$ cat config.mk
export PLATFORM = sky130hd
export DESIGN_NAME = multicycle_ctrl
export DESIGN_NICKNAME = d
export VERILOG_FILES = /design/src/rtl/multicycle_ctrl.sv
export SDC_FILE = /design/constraint.sdc
export NUM_CORES = 1
export LEC_CHECK = 0
export CELL_PAD_IN_SITES_DETAIL_PLACEMENT = 0
export CELL_PAD_IN_SITES_GLOBAL_PLACEMENT = 2
export CORE_ASPECT_RATIO = 0.75
export CORE_MARGIN = 2
export CORE_UTILIZATION = 28
export DETAILED_ROUTE_END_ITERATION = 6
export PLACE_DENSITY = 0.77
export SETUP_SLACK_MARGIN = 0.3
export SLEW_MARGIN = 20
export SYNTH_ARGS = -nofsm -noshare
export SYNTH_HDL_FRONTEND = slang
export SYNTH_SLANG_ARGS = --single-unit
$ cat constraint.sdc
create_clock -name CLK -period 1.8 [get_ports CLK]
set_input_delay 0.36 -clock CLK [delete_from_list [all_inputs] [get_ports CLK]]
set_output_delay 0.36 -clock CLK [all_outputs]
set_load 0.05 [all_outputs]
$ cat src/rtl/multicycle_ctrl.sv
// multicycle_ctrl
//   Control FSM for a multi-cycle RV32I datapath. It walks each instruction
//   through fetch/decode/execute/memory/writeback so that a single ALU and a
//   single memory port can be shared. It stalls on MEM_READY, halts for good
//   on an illegal opcode, and counts retired instructions.
//
// Ports
//   CLK, RST          clock, asynchronous active-high reset
//   OPCODE, FUNCT3    fields of the held instruction register
//   ZERO              ALU zero flag, used by BEQ/BNE
//   MEM_READY         memory finishes the current access this cycle
//   MEM_EN/MEM_RW     memory request, 0 read / 1 write
//   IORD              memory address select: 0 PC, 1 ALUOut
//   IR_WE, PC_WE      instruction register / PC load strobes
//   PC_SRC            PC source: 0 ALU result, 1 ALUOut
//   ALU_SRC_A/B, ALU_OP  ALU operand and operation selects
//   REG_WE, MEMTOREG  register file write enable and writeback source
//   STATE             current state (debug)
//   ILLEGAL           sticky illegal-opcode flag
//   RETIRED           retired-instruction counter, wraps
//
// state    | meaning
// ---------+----------------------------------------------
// IDLE     | after reset, everything quiet
// FETCH    | read instruction at PC, PC+4 computed by ALU
// DECODE   | branch target (OLD_PC + imm) into ALUOut
// EXEC_R   | RD1 op RD2
// EXEC_I   | RD1 op imm
// MEM_ADDR | RD1 + imm -> effective address
// MEM_RD   | load access, wait for MEM_READY
// MEM_WR   | store access, wait for MEM_READY, then retire
// WB_ALU   | ALUOut -> register file, retire
// WB_MEM   | MDR -> register file, retire
// BRANCH   | RD1 - RD2, PC <= ALUOut when taken, retire
// HALT     | illegal opcode, stuck until reset
module multicycle_ctrl #(
  parameter int CNT_W = 32
) (
  input  logic             CLK,
  input  logic             RST,
  input  logic [6:0]       OPCODE,
  input  logic [2:0]       FUNCT3,
  input  logic             ZERO,
  input  logic             MEM_READY,
  output logic             MEM_EN,
  output logic             MEM_RW,
  output logic             IORD,
  output logic             IR_WE,
  output logic             PC_WE,
  output logic             PC_SRC,
  output logic [1:0]       ALU_SRC_A,
  output logic [1:0]       ALU_SRC_B,
  output logic [1:0]       ALU_OP,
  output logic             REG_WE,
  output logic             MEMTOREG,
  output logic [3:0]       STATE,
  output logic             ILLEGAL,
  output logic [CNT_W-1:0] RETIRED
);

  typedef enum logic [3:0] {
    S_IDLE     = 4'd0,
    S_FETCH    = 4'd1,
    S_DECODE   = 4'd2,
    S_EXEC_R   = 4'd3,
    S_EXEC_I   = 4'd4,
    S_MEM_ADDR = 4'd5,
    S_MEM_RD   = 4'd6,
    S_MEM_WR   = 4'd7,
    S_WB_ALU   = 4'd8,
    S_WB_MEM   = 4'd9,
    S_BRANCH   = 4'd10,
    S_HALT     = 4'd15
  } state_t;

  localparam logic [6:0] OP_R  = 7'b0110011;
  localparam logic [6:0] OP_I  = 7'b0010011;
  localparam logic [6:0] OP_LW = 7'b0000011;
  localparam logic [6:0] OP_SW = 7'b0100011;
  localparam logic [6:0] OP_BR = 7'b1100011;

  state_t state;
  state_t state_nxt;
  logic   retire;

  always_ff @(posedge CLK or posedge RST) begin
    if (RST) state <= S_IDLE;
    else     state <= state_nxt;
  end

  always_comb begin
    state_nxt = state;
    retire    = 1'b0;
    MEM_EN    = 1'b0;
    MEM_RW    = 1'b0;
    IORD      = 1'b0;
    IR_WE     = 1'b0;
    PC_WE     = 1'b0;
    PC_SRC    = 1'b0;
    ALU_SRC_A = 2'd0;
    ALU_SRC_B = 2'd0;
    ALU_OP    = 2'b00;
    REG_WE    = 1'b0;
    MEMTOREG  = 1'b0;

    case (state)
      S_IDLE: state_nxt = S_FETCH;

      S_FETCH: begin
        MEM_EN    = 1'b1;
        ALU_SRC_B = 2'd2;
        IR_WE     = MEM_READY;
        PC_WE     = MEM_READY;
        if (MEM_READY) state_nxt = S_DECODE;
      end

      S_DECODE: begin
        ALU_SRC_A = 2'd2;
        ALU_SRC_B = 2'd1;
        case (OPCODE)
          OP_R:         state_nxt = S_EXEC_R;
          OP_I:         state_nxt = S_EXEC_I;
          OP_LW, OP_SW: state_nxt = S_MEM_ADDR;
          OP_BR:        state_nxt = (FUNCT3[2:1] == 2'b00) ? S_BRANCH : S_HALT;
          default:      state_nxt = S_HALT;
        endcase
      end

      S_EXEC_R: begin
        ALU_SRC_A = 2'd1;
        ALU_SRC_B = 2'd0;
        ALU_OP    = 2'b10;
        state_nxt = S_WB_ALU;
      end

      S_EXEC_I: begin
        ALU_SRC_A = 2'd1;
        ALU_SRC_B = 2'd1;
        ALU_OP    = 2'b11;
        state_nxt = S_WB_ALU;
      end

      S_MEM_ADDR: begin
        ALU_SRC_A = 2'd1;
        ALU_SRC_B = 2'd1;
        // IR is still holding the instruction, so OPCODE picks load vs store
        state_nxt = (OPCODE == OP_SW) ? S_MEM_WR : S_MEM_RD;
      end

      S_MEM_RD: begin
        MEM_EN = 1'b1;
        IORD   = 1'b1;
        if (MEM_READY) state_nxt = S_WB_MEM;
      end

      S_MEM_WR: begin
        MEM_EN = 1'b1;
        MEM_RW = 1'b1;
        IORD   = 1'b1;
        if (MEM_READY) begin
          state_nxt = S_FETCH;
          retire    = 1'b1;
        end
      end

      S_WB_ALU: begin
        REG_WE    = 1'b1;
        state_nxt = S_FETCH;
        retire    = 1'b1;
      end

      S_WB_MEM: begin
        REG_WE    = 1'b1;
        MEMTOREG  = 1'b1;
        state_nxt = S_FETCH;
        retire    = 1'b1;
      end

      S_BRANCH: begin
        ALU_SRC_A = 2'd1;
        ALU_SRC_B = 2'd0;
        ALU_OP    = 2'b01;
        PC_SRC    = 1'b1;
        // FUNCT3[0] distinguishes BNE from BEQ
        PC_WE     = ZERO ^ FUNCT3[0];
        state_nxt = S_FETCH;
        retire    = 1'b1;
      end

      S_HALT: state_nxt = S_HALT;

      default: state_nxt = S_IDLE;
    endcase
  end

  always_ff @(posedge CLK or posedge RST) begin
    if (RST) begin
      ILLEGAL <= 1'b0;
      RETIRED <= '0;
    end else begin
      if (state == S_DECODE && state_nxt == S_HALT) ILLEGAL <= 1'b1;
      if (retire) RETIRED <= RETIRED + CNT_W'(1);
    end
  end

  assign STATE = state;

endmodule

==> flow_metrics.tcl <==
set metrics [dict create \
    synth_cell_type_count 42 \
    powerDensity_nw_per_um2 1350 \
    dp_hpwl_um 4150 \
    antenna_cells 0 \
    h-tree-depth 2 \
    setup_ws_ps -86.5 \
    synth_edf_count 0 \
    synth_top_cell_by_area "dfrtp_1" \
    synthArstFlopShare_pct 100 \
    yosysWarnings 0 \
    yosysMostFrequentCell "dfrtp_1" \
    hold_viol 0 \
    core-area_sq_um 7260 \
    nFillCells 597 \
    grt_use_met1_pct 25.6 \
    busiest_layer "met1" \
    clk_pin_slew_worst_paths_ps 80 \
    min_period_ps 1890 \
    hp-class "in -> async" \
    syn2layout_area_growth_pct 93.5 \
    wire_per_inst_um 14.3 \
    gp_congestion 0.789 \
    dieArea_sq_um 8090 \
    maxCapViolations 0 \
    tritoncts "done" \
    synth_area_sq_um 2070 \
    utilization_pct 55.1 \
    synth_top_area_share_pct 44.8 \
    postPlaceCellArea_sq_um 3350 \
    totalWireLength_um 6250 \
    cts_root_buf "clkbuf_8" \
    synthTopCellsByArea "dfrtp_1, xnor2_1, nand4_1" \
    num_rows 27 \
    drtIter0Drc 89 \
    instances_no_fill 437 \
    initial_utilization_pct 28.5 \
    synth_commonest_cells "dfrtp_1, xnor2_1, nand4_1, nand3_1" \
    port_buffers 64 \
    slew_violations 0 \
    grt_pass1_wl_um 10000 \
    critPathRequiredTime_ps 1440 \
    ys_seq_area_share_pct 44.8 \
    relSlewSlack_pct 67.6 \
    drc 0 \
    drtPass1Iterations 4 \
    grtUsageMet3_pct 2.67 \
    path_class "reg -> out" \
    power_mw 5.41 \
    tritoncts.num_buffers 5 \
    violations "negative setup slack" \
    via_count 2058 \
    outcome "finished with violations" \
    ys_seq_elements 37 \
    fp.dieH_um 78.4 \
    finClkSkew_ps 6.73 \
    pre_cts_slack_ps -91.9 \
    clock_latency_ps 290 \
    period_share_pct 105 \
    grt_pass1_vias 1966 \
    antenna_found_initial 0 \
    dieWidth_um 103 \
    clock.fmax_mhz 530 \
    cp-start-kind "flop" \
    rsz0062_at_grt "yes" \
    worstSetupEndpointType "primary output" \
    tightest_slew_ps 485 \
    vias_per_cell 4.71 \
    drive_gt1_share_pct 59.8 \
    ys.flop_type "dfrtp_1" \
    syn_inst 213 \
    leakagePower_nw 1.78 \
    avgSynthCellArea_sq_um 9.70 \
    ant_nets 0 \
    worstPathMaxFanout 6 \
    worst_ep_arrival_time_ps 1530 \
    grt_use_total_pct 15.7 \
    grt_max_degree 38 \
    syn_nets 228 \
    dp_cells 399 \
    finalSetupViolCount 8 \
    max-vdd-ir-drop_uv 703 \
    stdcell_area_sq_um 4000 \
    ios 65 \
    layout.nets 350 \
    cts_buffer_depth 2 \
    grtUsageMet2_pct 21.9 \
    cts_hold_buf 0 \
    grt_overflow 0 \
    cts.sinks 37 \
]
cells in the final DEF (no fill, tap or decap), drive strengths merged, types with 3 or more instances in the layout:
cell type,n
buf,108
nand3,16
nand4,21
clkinvlp,3
and3,3
o211ai,3
dfrtp,37
nor4,3
nor3,8
dlymetal6s2s,3
inv,5
nor2,16
nor2b,7
xnor2,28
and4,3
and2,6
clkbuf,5
o21ai,5
a21oi,4
nand2,15
xor2,4
nand2b,5
clkdlybuf4s50,10
registers in the layout, indices dropped and copies added (netlist names):
signal	flops
RETIRED	32
STATE	4
ILLEGAL	1
cell type report:
type	count	area [sq um]	area share [%]
clock buffer	5	68.8	1.72
clock inverter	3	21.3	0.532
inverter	6	32.5	0.814
multi-input combinational	164	1490	37.1
sequential	37	955	23.9
tap	101	126	3.16
timing repair buffer	121	1310	32.8
cell families after synthesis:
logic type	count (synthesis)	synth area share (%)
simple gates	111	31.0
fa+ha+maj	1	0.605
flops	37	44.8
buf+inv	12	2.42
xor+xnor	32	13.6
compound gates	20	7.63
where the power goes:
group | internal, mW | switching [mW] | total [mW] | leakage [nW]
sequential | 0.948 | 0.219 | 1.17 | 0.465
clock | 0.275 | 0.310 | 0.585 | 0.0445
combinational | 1.79 | 1.86 | 3.66 | 1.27
final timing paths:
check	from	end	slack, ps	cells past startpoint
max in group asynchronous	RST	RETIRED[21]$_DFFE_PP0P_	1180	3
hold reg to reg	RETIRED[31]$_DFFE_PP0P_	RETIRED[31]$_DFFE_PP0P_	480	1
setup reg to reg	STATE[2]$_DFF_PP0_	RETIRED[10]$_DFFE_PP0P_	10	7
setup / recovery	STATE[2]$_DFF_PP0_	PC_WE	-90	5
hold / removal	RST	RETIRED[22]$_DFFE_PP0P_	420	3
min in group CLK	RETIRED[31]$_DFFE_PP0P_	RETIRED[31]$_DFFE_PP0P_	480	1
worst max-delay path, cell delays in order (launching register included):
cell and delay (ps):
dfrtp_2 480, and2b_1 240, nand3b_1 90, buf_6 140, o21ai_4 140, buf_12 150
per-layer routing:
layer	vias to the layer above	part of all wire, %	wire length (um)
met1	1010	52	3220
met4	0	0.27	17
met5	-	0	0
li1	1013	-	-
met3	2	3.0	190
met2	33	45	2820
stage by stage:
stage,setup TNS [ps],hold WS (ps)
6_report,-376,418
5_1_grt,-1220,434
3_3_place_gp,-135,456
3_5_place_dp,-197,464
4_1_cts,-549,418
2_1_floorplan,-1540,533
repair_timing:
item / CTS / global route
gates cloned: 2 / 0
resized for setup: 28 / 39
buffers inserted: 18 / 10
endpoints found under the setup margin: 42 / 54
pin swaps: 15 / 17
Note: power is estimated with default switching activity, not from simulation.
